===== src/rtl/am_sdr_pkg.sv =====
// am_sdr_pkg: shared AM receiver widths, reset constants and sequencer state encoding.
package am_sdr_pkg;
  localparam int SDR_PHASE_W = 20;
  localparam int SDR_GAIN_W = 3;
  // Reset values come from the SPI config block reset word so both blocks power up agreeing
  localparam logic [23:0] SDR_CFG_RST_WORD = 24'h507380;
  localparam logic [SDR_PHASE_W-1:0] SDR_RST_PHASE = SDR_CFG_RST_WORD[19:0];
  localparam logic [SDR_GAIN_W-1:0] SDR_RST_GAIN = SDR_CFG_RST_WORD[22:20];
  typedef enum logic [2:0] {S_IDLE, S_RAMP_DN, S_APPLY, S_SETTLE, S_RAMP_UP} seq_state_t;
endpackage


===== src/rtl/tune_sequencer_tick_counter.sv =====
// tick_counter: sample_tick-gated up-counter with clear; done flags the N-th tick.
module tick_counter #(
  parameter int N = 4
) (
  input  logic CLK,
  input  logic RSTb,
  input  logic clr,
  input  logic tick,
  output logic done
);
  localparam int W = $clog2(N + 1);
  logic [W-1:0] cnt;
  assign done = tick && !clr && cnt == W'(N - 1);
  always_ff @(posedge CLK or negedge RSTb)
    if (!RSTb) cnt <= '0;
    else if (clr || done) cnt <= '0;
    else if (tick) cnt <= cnt + 1'b1;
endmodule


===== src/rtl/tune_sequencer.sv =====
// tune_sequencer: click-free retune - mute gain, swap NCO increment on a tick, settle, ramp gain back.
module tune_sequencer
  import am_sdr_pkg::*;
#(
  parameter int PHASE_W = SDR_PHASE_W,
  parameter int GAIN_W = SDR_GAIN_W,
  parameter logic [PHASE_W-1:0] RST_PHASE = SDR_RST_PHASE,
  parameter logic [GAIN_W-1:0] RST_GAIN = SDR_RST_GAIN,
  parameter int SETTLE_TICKS = 4,
  parameter int DWELL_TICKS = 1024
) (
  input  logic               CLK,
  input  logic               RSTb,
  input  logic [PHASE_W-1:0] cfg_phase_inc,
  input  logic [GAIN_W-1:0]  cfg_gain,
  input  logic               cfg_valid,
  input  logic               sample_tick,
  input  logic               scan_en,
  input  logic [PHASE_W-1:0] scan_step,
  input  logic [PHASE_W-1:0] scan_min,
  input  logic [PHASE_W-1:0] scan_max,
  output logic [PHASE_W-1:0] nco_phase_inc,
  output logic [GAIN_W-1:0]  gain_out,
  output logic               busy,
  output logic               retuned
);
  seq_state_t state, idle_nx, pend_nx;
  logic [PHASE_W-1:0] tgt_phase, pend_phase, req_phase, scan_next;
  logic [GAIN_W-1:0] tgt_gain, pend_gain, req_gain, gain_step;
  logic [PHASE_W:0] scan_sum;
  logic pending, dwell_done, settle_done, ramp_up_done;
  tick_counter #(.N(DWELL_TICKS)) u_dwell (
    .CLK(CLK), .RSTb(RSTb), .clr(state != S_IDLE || !scan_en || cfg_valid),
    .tick(sample_tick), .done(dwell_done)
  );
  tick_counter #(.N(SETTLE_TICKS)) u_settle (
    .CLK(CLK), .RSTb(RSTb), .clr(state != S_SETTLE), .tick(sample_tick), .done(settle_done)
  );
  // Extra carry bit catches wrap past the top of the phase range
  assign scan_sum = {1'b0, nco_phase_inc} + {1'b0, scan_step};
  assign scan_next = (scan_sum[PHASE_W] || scan_sum[PHASE_W-1:0] > scan_max) ? scan_min : scan_sum[PHASE_W-1:0];
  assign req_phase = cfg_valid ? cfg_phase_inc : scan_next;
  assign req_gain = cfg_valid ? cfg_gain : tgt_gain;
  assign gain_step = gain_out < tgt_gain ? gain_out + 1'b1 : gain_out - 1'b1;
  assign ramp_up_done = gain_out == tgt_gain || (sample_tick && gain_step == tgt_gain);
  always_comb begin
    idle_nx = req_phase != nco_phase_inc ? S_RAMP_DN : req_gain != gain_out ? S_RAMP_UP : S_IDLE;
    pend_nx = pend_phase != nco_phase_inc ? S_RAMP_DN : pend_gain != tgt_gain ? S_RAMP_UP : S_IDLE;
  end
  always_ff @(posedge CLK or negedge RSTb)
    if (!RSTb) begin
      state <= S_IDLE;
      nco_phase_inc <= RST_PHASE;
      gain_out <= RST_GAIN;
      tgt_phase <= RST_PHASE;
      tgt_gain <= RST_GAIN;
      pend_phase <= RST_PHASE;
      pend_gain <= RST_GAIN;
      pending <= 1'b0;
      busy <= 1'b0;
      retuned <= 1'b0;
    end else begin
      retuned <= 1'b0;
      case (state)
        S_IDLE:
          if (cfg_valid || dwell_done) begin
            tgt_phase <= req_phase;
            tgt_gain <= req_gain;
            state <= idle_nx;
            busy <= idle_nx != S_IDLE;
          end
        S_RAMP_DN: begin
          if (sample_tick && gain_out != '0) gain_out <= gain_out - 1'b1;
          if (gain_out == '0 || (sample_tick && gain_out == GAIN_W'(1))) state <= S_APPLY;
        end
        S_APPLY:
          if (sample_tick) begin
            nco_phase_inc <= tgt_phase;
            retuned <= 1'b1;
            state <= S_SETTLE;
          end
        S_SETTLE:
          if (settle_done) state <= S_RAMP_UP;
        default: begin
          if (sample_tick && gain_out != tgt_gain) gain_out <= gain_step;
          if (ramp_up_done) begin
            state <= pending ? pend_nx : S_IDLE;
            busy <= pending && pend_nx != S_IDLE;
            pending <= 1'b0;
            if (pending) begin
              tgt_phase <= pend_phase;
              tgt_gain <= pend_gain;
            end
          end
        end
      endcase
      // Requests arriving mid-sequence queue up; the last one wins
      if (cfg_valid && state != S_IDLE) begin
        pend_phase <= cfg_phase_inc;
        pend_gain <= cfg_gain;
        pending <= 1'b1;
      end
    end
endmodule


===== config.mk =====
export PLATFORM = sky130hd
export DESIGN_NAME = tune_sequencer
export DESIGN_NICKNAME = d
export VERILOG_FILES = /design/src/rtl/am_sdr_pkg.sv /design/src/rtl/tune_sequencer_tick_counter.sv /design/src/rtl/tune_sequencer.sv
export SDC_FILE = /design/constraint.sdc
export NUM_CORES = 1
export LEC_CHECK = 0
export CAP_MARGIN = 20
export CORE_ASPECT_RATIO = 1.75
export CORE_UTILIZATION = 40
export DETAILED_ROUTE_END_ITERATION = 16
export DONT_BUFFER_PORTS = 1
export PLACE_DENSITY = 0.62
export SYNTH_ARGS = -nofsm -noshare
export SYNTH_HDL_FRONTEND = slang
export SYNTH_SLANG_ARGS = --single-unit

===== constraint.sdc =====
create_clock -name CLK -period 5.5 [get_ports CLK]
set_input_delay 1.1 -clock CLK [delete_from_list [all_inputs] [get_ports CLK]]
set_output_delay 1.1 -clock CLK [all_outputs]
set_load 0.05 [all_outputs]

---- After elaboration in Yosys (flattened, before gate mapping) ----
Index checks and enable logic that the tools add are counted.
storage, ports and cells
  memories ................................ 0
  output and inout bits ................... 25
  RAM bits ................................ 0
  input bits .............................. 88
  latch bits .............................. 0
  bits in read-only memories .............. 0
  flip-flop bits (word level) ............. 89
  word-level logic and storage cells ...... 122
operators by class
  $mul .................................... 0
  magnitude comparators ................... 2
  bitwise logic cells ..................... 2
  shift operators ......................... 0
  equality and inequality tests ........... 20
  reductions and logical operators ........ 43
  divide/modulo/power cells ............... 0
  mux-type cells .......................... 38
  add/subtract/negate cells ............... 5
operators by type and width
  kind                     number
  $mux W20                 5
  $mux W3                  19
  $ne A20 B20 Y1           2
  $pmux W20 S2             1
  $mux W11                 2
  $add A20 B20 Y21         1
  $gt A20 B20 Y1           1
  $pmux W3 S2              2
  $pmux W3 S4              1
  $reduce_bool A2 Y1       6
  $reduce_bool A3 Y1       4
  $add A11 B1 Y11 const B  1
  $eq A11 B10 Y1 const B   1
  $logic_and A1 B1 Y1      10
  $eq A3 B2 Y1 const B     3
  $ne A3 B3 Y1             3
  $logic_or A1 B1 Y1       8
  $ne A2 B2 Y1 const B     4
  $mux W1                  7
  $add A3 B1 Y3 const B    2
  $eq A3 B1 Y1 const B     2
  $eq A3 B3 Y1             2
  $logic_not A3 Y1         2
  $reduce_and A3 Y1        2
  13 further kinds         19

---- Depth between registers and ports, before layout ----
Gate-level depths: netlist of the first run.
  word-level depth ........................ 10
  mapped depth ............................ 22
  depth with buffers taken out ............ 20

---- Cells and area by module ----
From an unflattened synthesis of the first run, not the netlist that was laid out.
second synthesis, totals
  cells, all modules ...................... 894
  area total of the unflattened synthesis .. 7657.3 um^2
modules (own cells, without submodules)
  module                   instances  cells an instance  area an instance (um^2)  seq. area each (um^2)
  tune_sequencer           1          822                6910.4                   1906.8
  tick_counter (u_dwell)   1          57                 579.3                    275.3
  tick_counter (u_settle)  1          15                 167.7                    75.1

---- Worst setup path after synthesis of the first run ----
Ideal clock, no wire load.
  kind .................................... in2reg
  from .................................... input scan_step[8]
  to ...................................... register state[0]
  library setup time ...................... 0.136 ns
  path buffers ............................ 2
  required time ........................... 5.364 ns
  cell stages on the path ................. 20
  path slack .............................. -0.006 ns
  arrival time ............................ 5.370 ns
  cells stage by stage .................... ha_1 > clkbuf_1 > and3_1 > a221oi_1 > nand2_1 > o21ai_1 > mux2_2 > and2_1 > ha_1 > nand4_1 > nor4_1 > and4_1 > a41oi_2 > buf_2 > a311oi_2 > a22oi_1 > a21o_1 > a2111o_1 > o41ai_1 > a31oi_1
on the way
  cells in the longest elaborated chain, start to end .. 9
ends and longest elaborated chain
  element               RTL line              RTL
  from (decl)           tune_sequencer.sv:19  input logic [PHASE_W-1:0] scan_step,
  $add A20 B20 Y21 *    tune_sequencer.sv:40  assign scan_sum = {1'b0, nco_phase_inc} + {1'b0, scan_step};
  $gt A20 B20 Y1        tune_sequencer.sv:41  assign scan_next = (scan_sum[PHASE_W] || scan_sum[PHASE_W-1:0] > scan_max) ? scan_min : scan_sum[PHASE_W-1:0];
  $logic_or A1 B1 Y1    tune_sequencer.sv:41
  $mux W20 *            tune_sequencer.sv:41
  $mux W20 *            tune_sequencer.sv:42  assign req_phase = cfg_valid ? cfg_phase_inc : scan_next;
  $ne A20 B20 Y1 *      tune_sequencer.sv:47  idle_nx = req_phase != nco_phase_inc ? S_RAMP_DN : req_gain != gain_out ? S_RAMP_UP : S_IDLE;
  $mux W3 *             tune_sequencer.sv:47
  $mux W3 *             tune_sequencer.sv:66  if (cfg_valid || dwell_done) begin
  $pmux W3 S4 *         tune_sequencer.sv:64  case (state)
  to (signal assigned)  tune_sequencer.sv:69  state <= idle_nx;
  to (signal assigned)  tune_sequencer.sv:87  state <= pending ? pend_nx : S_IDLE;
  to (decl)             tune_sequencer.sv:27  seq_state_t state, idle_nx, pend_nx;
Every way passes the cells marked *; elsewhere a longest branch is shown, timed or not. The select of a mux whose other input is x is not followed.
A chain may end at the register's enable or synchronous reset.

---- Worst setup path after layout of the first run ----
  from .................................... input scan_step[0]
  to ...................................... register busy
on the way
  cells in the longest elaborated chain, start to end .. 10
ends and longest elaborated chain
  element               RTL line              RTL
  $add A20 B20 Y21 *    tune_sequencer.sv:40
  $gt A20 B20 Y1        tune_sequencer.sv:41
  $logic_or A1 B1 Y1    tune_sequencer.sv:41
  $mux W20 *            tune_sequencer.sv:41
  $mux W20 *            tune_sequencer.sv:42
  $ne A20 B20 Y1 *      tune_sequencer.sv:47
  $mux W3 *             tune_sequencer.sv:47
  $reduce_bool A3 Y1 *  tune_sequencer.sv:70  busy <= idle_nx != S_IDLE;
  $mux W1 *             tune_sequencer.sv:66
  $pmux W1 S2 *         tune_sequencer.sv:64
  to (signal assigned)  tune_sequencer.sv:60  busy <= 1'b0;
  to (signal assigned)  tune_sequencer.sv:70
  to (signal assigned)  tune_sequencer.sv:88  busy <= pending && pend_nx != S_IDLE;
  to (decl)             tune_sequencer.sv:24  output logic busy,
Marks and branches as above.

==> metrics.txt, run 1 <==
Crit-path slowest cell fa_2; worst skew pair latency 0.35 ns; cell area after layout 8960 µm²; Warnings, synthesis 0; Reg2Reg Setup Slack around 0.44 ns; initial antenna violation count 0; Register-to-Register Path Depth 21; worst reg2reg path startpoint nco_phase_inc[8]$_DFFE_PN1P_; # rows 66; Residual DRC 0; flip-flop and latch area 2260 µm²; relative slew slack about two fifths; Critical R2R Capture busy$_DFFE_PN0P_; via count 7,041; Post-synth ARST share 100%; share of layout cells above drive strength 1 22.9%; die width 106 µm; Hold WS 0.443 ns; Fillers 1,851; max-capacitance violation count 0; Worst setup EP type flop; CTS Hold Buffers Added 0; PD cells slightly below 800 nW/µm²; Nets 1,104; num ports between 100 and 150; starting density of the core 40.9%; GPL Wtd Cong 0.954; Max stage delay on crit path 0.36 ns; Post-synth EDFFs 0; Tot GR Track Use 27.1%; Worst Tran Pin Value 0.913 ns; CTS max path bufs 2; Root Buffer clkbuf_16; CP arrival ~5.6 ns; Peak VDD IR about 0.32 mV; post-detail-place hpwl 21,100 µm; Core ar. around 19,000 µm²; Via density a little under 6; area of the multi-input gates 4970 µm²; Cell Area, Placed 8480 µm²; Post-Route WL 26,100 µm; status finished clean; #FFs+latches synth 89; synthesized area per cell 8.56 µm²; full die area 19,700 µm²; crit-path max FO 7; Syn Inst Count 892; CTS H-Tree Depth 3; WL/cell roughly 22 µm; clock sinks 89; DRT Pass-1 Iters 5; Remaining Overflow, GRT 0; Hold Fails Final Rpt 0; post-synthesis net count 1,031; clk_skew 0.0101 ns; LEAKAGE 3.90 nW; Period Utilization, post-route 96.8%; first-pass GRT wire length 39,700 µm; largest net degree at the start of global routing 90; setup violators final 0; area delta synth->final 17.3%; Synth Cell Area approximately 7600 µm²; fmax 188 MHz; Hold Path Class in2async; Clock Pin Slew Worst Setup and Hold Paths around 0.07 ns; startpoint type of the worst setup path input pin; part of the Yosys area used for sequential elements 29.6%; crit path kind in2reg; vias in the first global route approximately 7,300; DRT iter0 DRCs a little under 500; CP most frequent cell buf_4; Num CTS Buffers 9; Routed Antenna Nets 0; # diodes 0; worst endpoint required time 5.73 ns; Tmin final 5.32 ns; CTS tree yes; Most used DFF post-synth dfrtp_1; crit path cell chain ha_1 > inv_1 > fa_2 > nor2b_4 > o2111ai_4 > buf_4 > a21oi_1 > buf_4 > o31a_1 > o21a_1 > nor2_1 > ha_1 > nand4_1 > buf_4 > nor3_1 > nand2_1 > a41oi_2 > buf_6 > nor2_4 > a2111oi_4 > a311oi_2 > or3_1 > o41ai_2 > mux2i_1; die height 185 µm; Cell variety after synth 85; # port buffers 0; Final Max Slew Viols 0
[report_power, final]
group	leakage [nW]	switching [mW]	internal, mW
Sequential	1.04	0.291	0.986
Combinational	2.70	2.87	2.15
Clock	0.153	0.271	0.401
[per-layer routing]
layer	track usage [%]	wire [µm]	vias to the layer above
met3	5.59	1320	104
met2	49.2	13500	222
met4	23.8	2420	0
met5	0	0	-
met1	25.4	8870	3381
li1	-	-	3334
[worst max-delay path: cells and delay by family]
kind / cells / cell delay, ns
buffers and inverters: 5 / 0.76
adder cells (fa/ha/maj): 3 / 0.79
AO/OA/AOI/OAI: 8 / 1.65
AND/OR/NAND/NOR: 7 / 1.11
multiplexers: 1 / 0.11
[how the worst max path moves through the flow]
stage | from | to | depth (start not counted) | slack, ns
finish | scan_step[0] | busy$_DFFE_PN0P_ | 24 | 0.18
global placement | scan_step[0] | state[0]$_DFFE_PN0P_ | 21 | -0.45
floorplan | scan_step[0] | state[0]$_DFFE_PN0P_ | 21 | 0.002
global route | scan_step[0] | state[0]$_DFFE_PN0P_ | 24 | -0.08
CTS | scan_step[0] | state[0]$_DFFE_PN0P_ | 21 | 0.02
detailed placement | scan_step[0] | state[0]$_DFFE_PN0P_ | 21 | -0.61
[synth_stat cells (all sizes together), types with 3 or more instances]
cell      n  area share [%]
a2bb2oi   3            0.34
nor2     64             3.2
nand2b    5            0.41
nor2b     9            0.74
a21o      9            0.88
o311ai    4            0.46
nor3     16             1.0
clkbuf   40             2.4
nand2    97             4.8
a21oi    54             3.7
o21a      6            0.59
o31ai     4            0.57
a211oi    5            0.49
o2111ai   4            0.46
o21ai    51             3.4
xor2     44             5.0
dfstp    24             8.3
o22ai     8            0.66
a311oi    3            0.43
dfrtp    65              21
mux2     37             5.5
buf      13             1.3
nand4    18             1.5
xnor3     3            0.88
a2111oi   4            0.46
nand3b    4            0.39
nor4      7            0.57
inv      60             2.9
xnor2    36             4.1
nand3    18             1.2
o221ai    3            0.34
ha       50             8.2
and2      6            0.51
or2       4            0.33
a31oi    17             1.4
or3      10            0.82
and3      4            0.33
a22oi     4            0.39
o211ai   22             2.2
mux2i    17             2.2
[cell families (layout without fill, tap and decap cells)]
group | count (synthesis) | in the layout | share of synthesized area [%]
buffers and inverters | 114 | 192 | 6.75
XOR/XNOR | 84 | 84 | 10.4
adder cells (fa/ha/maj) | 51 | 51 | 8.46
AND/OR/NAND/NOR | 272 | 272 | 17.0
multiplexers | 54 | 54 | 7.69
flip-flops | 89 | 89 | 29.6
AO/OA/AOI/OAI | 228 | 228 | 20.2
[layout by cell type (no fill, tap or decap), types with 4 or more instances in the layout]
cell type  instances
clkbuf_16          9
nor4_1             6
a22oi_1            4
mux2i_1           17
nand2b_1           5
nand3_1           18
nand3b_1           4
or3_1             10
ha_1              50
nor3_1            14
nand4_1           18
nand2_1           97
a21o_1             9
dfrtp_1           65
a21oi_1           51
dfstp_2           24
xor2_1            44
o21ai_1            4
mux2_2            37
inv_1             60
xnor2_1           36
nor2_1            63
a211oi_1           5
and2_1             5
o211ai_1          22
nor2b_1            8
buf_4            112
o22ai_1            8
a31oi_1           17
o21ai_0           45
and3_1             4
o21a_1             6
[state kept, by name, indices dropped and copies added, names as in the netlist]
signal,flops
gain_out,3
u_dwell.cnt,11
state,3
pending,1
retuned,1
tgt_gain,3
tgt_phase,20
u_settle.cnt,3
nco_phase_inc,20
pend_gain,3
busy,1
pend_phase,20
[stage by stage]
stage | setup slack (ns) | setup TNS, ns | total power, mW | std cells | utilization (%)
floorplan | 0.00175 | 0 | 4.37 | 892 | -
global placement | -0.446 | -1.35 | 6.05 | 1187 | 45.5
detailed placement | -0.606 | -2.54 | 6.09 | 1187 | 45.5
CTS | 0.0163 | 0 | 6.79 | 1204 | 47.3
global route | -0.0750 | -0.144 | 7.40 | 1208 | 48.0
finish | 0.176 | 0 | 6.96 | 1208 | 48.0
[final cells by class]
cell class | instances | area share, %
repair buffers | 115 | 9.81
clock buffers | 10 | 2.56
clock inverters | 6 | 1.01
flip-flops and latches | 89 | 25.2
well taps | 238 | 3.32
multi-input cells | 689 | 55.5
inverters | 61 | 2.56
[what timing repair did]
action / CTS / global route
gates cloned: 0 / 0
setup buffers: 1 / 3
pin swaps: 3 / 11
endpoints found under the setup margin: 3 / 4
resized for setup: 3 / 19
Note: power is estimated with default switching activity, not from simulation.
==> run 2: changes to the inputs <==
Settings changed: CORE_ASPECT_RATIO 1.75 to 0.5.
Clock period 5.5 ns to 5.2 ns, I/O delays scaled along.
==> metrics.txt, run 2 (synthesized netlist as in run 1, its figures left out) <==
status finished clean; Residual DRC 0 (unchanged); # rows 35 (-47%); final setup margin 0.0313 ns (-0.145 ns); Post-Route WL 25,400 µm (-2.7%); placed cells 1,216 (+2.4%); area delta synth->final 21.9%; starting density of the core 41.2% (+0.31 points); Worst setup EP type flop; Num CTS Buffers 9 (unchanged); LEAKAGE 3.97 nW (+2.0%); PD cells 819 nW/µm² (+5.4%); Tot GR Track Use 25.7% (-1.5 points); Tmin final 5.17 ns; fin util 50.3% (+2.3 points); Core ar. 18,500 µm² (-0.74%); share of layout cells above drive strength 1 26.6% (+3.7 points); Power Total 7.63 mW (+9.5%); vias in the first global route 6,917 (-5.7%); initial antenna violation count 1 (+1); Worst Tran Pin Value 1.19 ns (+0.276 ns); via count 7,164 (+1.7%); die height 99.7 µm (-46%); Peak VDD IR 0.315 mV (-0.89%); Hold Path Class in2async; pre-CTS setup slack -0.376 ns (+0.230 ns); CTS Hold Buffers Added 0 (unchanged); most frequent cells in the layout buf_4 (119), nand2_1 (96), dfrtp_1 (65); crit path kind in2reg; crit-path max FO 8 (+1); first-pass GRT wire length 38,200 µm (-3.7%); Root Buffer clkbuf_16; CTS H-Tree Depth 3 (unchanged); Via density 5.78 (-0.88%); Cell Area, Placed 8600 µm² (+1.4%); met1 usage 35.1% (+9.7 points); setup violators final 0 (unchanged); Non-Filler Instances 1,240 (+2.6%); Clock Pin Slew Worst Setup and Hold Paths 0.07 ns (about the same); Period Utilization, post-route 99.4%; Nets 1,115 (+1.0%); GPL Wtd Cong 0.938 (-1.7%); GRT met2 Usage 39.2% (-10 points); CTS tree yes; # diodes 0 (unchanged); fmax 193 MHz; # port buffers 0 (unchanged); Top Usage Layer GRT met2; worst endpoint required time 5.41 ns (-0.32 ns); Remaining Overflow, GRT 0 (unchanged); DRT iter0 DRCs 559 (+13%); Hold Fails Final Rpt 0 (unchanged); startpoint type of the worst setup path input pin; Routed Antenna Nets 0 (unchanged); relative slew slack 18.6% (-20 points); DRT Pass-1 Iters 4 (-1); CP arrival 5.38 ns (-0.17 ns); commonest non-fill, non-tap cell in the layout buf_4; Final Max Slew Viols 0 (unchanged); M3 GR Usage 6.48% (+0.89 points); max-capacitance violation count 0 (unchanged); cell area after layout 9310 µm² (+3.9%); post-detail-place hpwl 19,400 µm (-7.8%); full die area 19,700 µm² (about the same); clk_skew 0.0111 ns (+0.00103 ns); biggest regs nco_phase_inc x20, pend_phase x20, tgt_phase x20; WL/cell 20.5 µm (-5.2%); clock sinks 89 (unchanged); num ports 113 (unchanged); die width 197 µm (+85%); CTS max path bufs 2 (unchanged); worst skew pair latency 0.35 ns (about the same); largest net degree at the start of global routing 90 (unchanged)
[run 2: timing repair]
item / CTS / global route
pin swaps: 0 / 25
gates resized for setup: 2 / 52
setup endpoints to repair: 2 / 4
setup buffers: 0 / 7
[run 2: power by group]
| part | leakage [nW] | switching, mW | internal (mW) |
|---|---|---|---|
| sequential | 1.04 | 0.348 | 1.04 |
| combinational | 2.79 | 3.10 | 2.46 |
| clock | 0.142 | 0.297 | 0.376 |
| total | 3.97 | 3.74 | 3.88 |
[run 2: worst max-delay path, stage by stage]
cell	delay, ns
ha_4	0.23
buf_4	0.14
buf_6	0.12
nand2_2	0.06
o211ai_1	0.08
and3b_2	0.25
o31a_1	0.34
nor3_2	0.26
nor2_2	0.09
ha_1	0.28
nand4_1	0.16
nor4_2	0.29
and4_1	0.25
a41oi_2	0.06
or2_1	0.25
buf_6	0.15
buf_4	0.15
o21ai_1	0.09
o311ai_2	0.13
a2111o_1	0.45
o41ai_2	0.36
a31oi_1	0.13
[run 2: final timing paths]
check	start	end	slack, ns	cells past startpoint
setup / recovery	scan_step[8]	state[0]$_DFFE_PN0P_	0.03	22
hold / removal	RSTb	nco_phase_inc[17]$_DFFE_PN0P_	0.38	0
setup reg to reg	nco_phase_inc[8]$_DFFE_PN1P_	state[0]$_DFFE_PN0P_	0.16	22
hold reg to reg	tgt_phase[13]$_DFFE_PN1P_	tgt_phase[13]$_DFFE_PN1P_	0.48	2
max in group asynchronous	RSTb	pend_gain[0]$_DFFE_PN1P_	4.59	0
min in group CLK	tgt_phase[13]$_DFFE_PN1P_	tgt_phase[13]$_DFFE_PN1P_	0.48	2
[run 2: final cells by class]
cell class,count,area [µm²]
clock inverter,7,76.3
sequential,89,2260
multi-input combinational,689,5210
fill,1736,9220
inverter,61,229
tap,259,324
clock buffer,9,225
timing repair buffer,126,988
[run 2: per-layer routing]
layer,share of wire (%),vias up
met5,0,-
met4,3.1,0
met1,45,3471
met3,8.4,54
li1,-,3355
met2,44,284
[run 2: metrics by stage]
stage                     TNS [ns]  hold WS, ns
after CTS                        0        0.371
after detailed placement     -1.08        0.470
after global routing        -0.188        0.372
after floorplan                  0        0.448
final                            0        0.382
after global placement      -0.961        0.463
==> run 3: changes to the inputs <==
Settings changed: CTS_CLUSTER_DIAMETER from default to 150.
==> results of run 3 <==
Same layout as run 2: the final DEF is identical, and so are final timing and power.
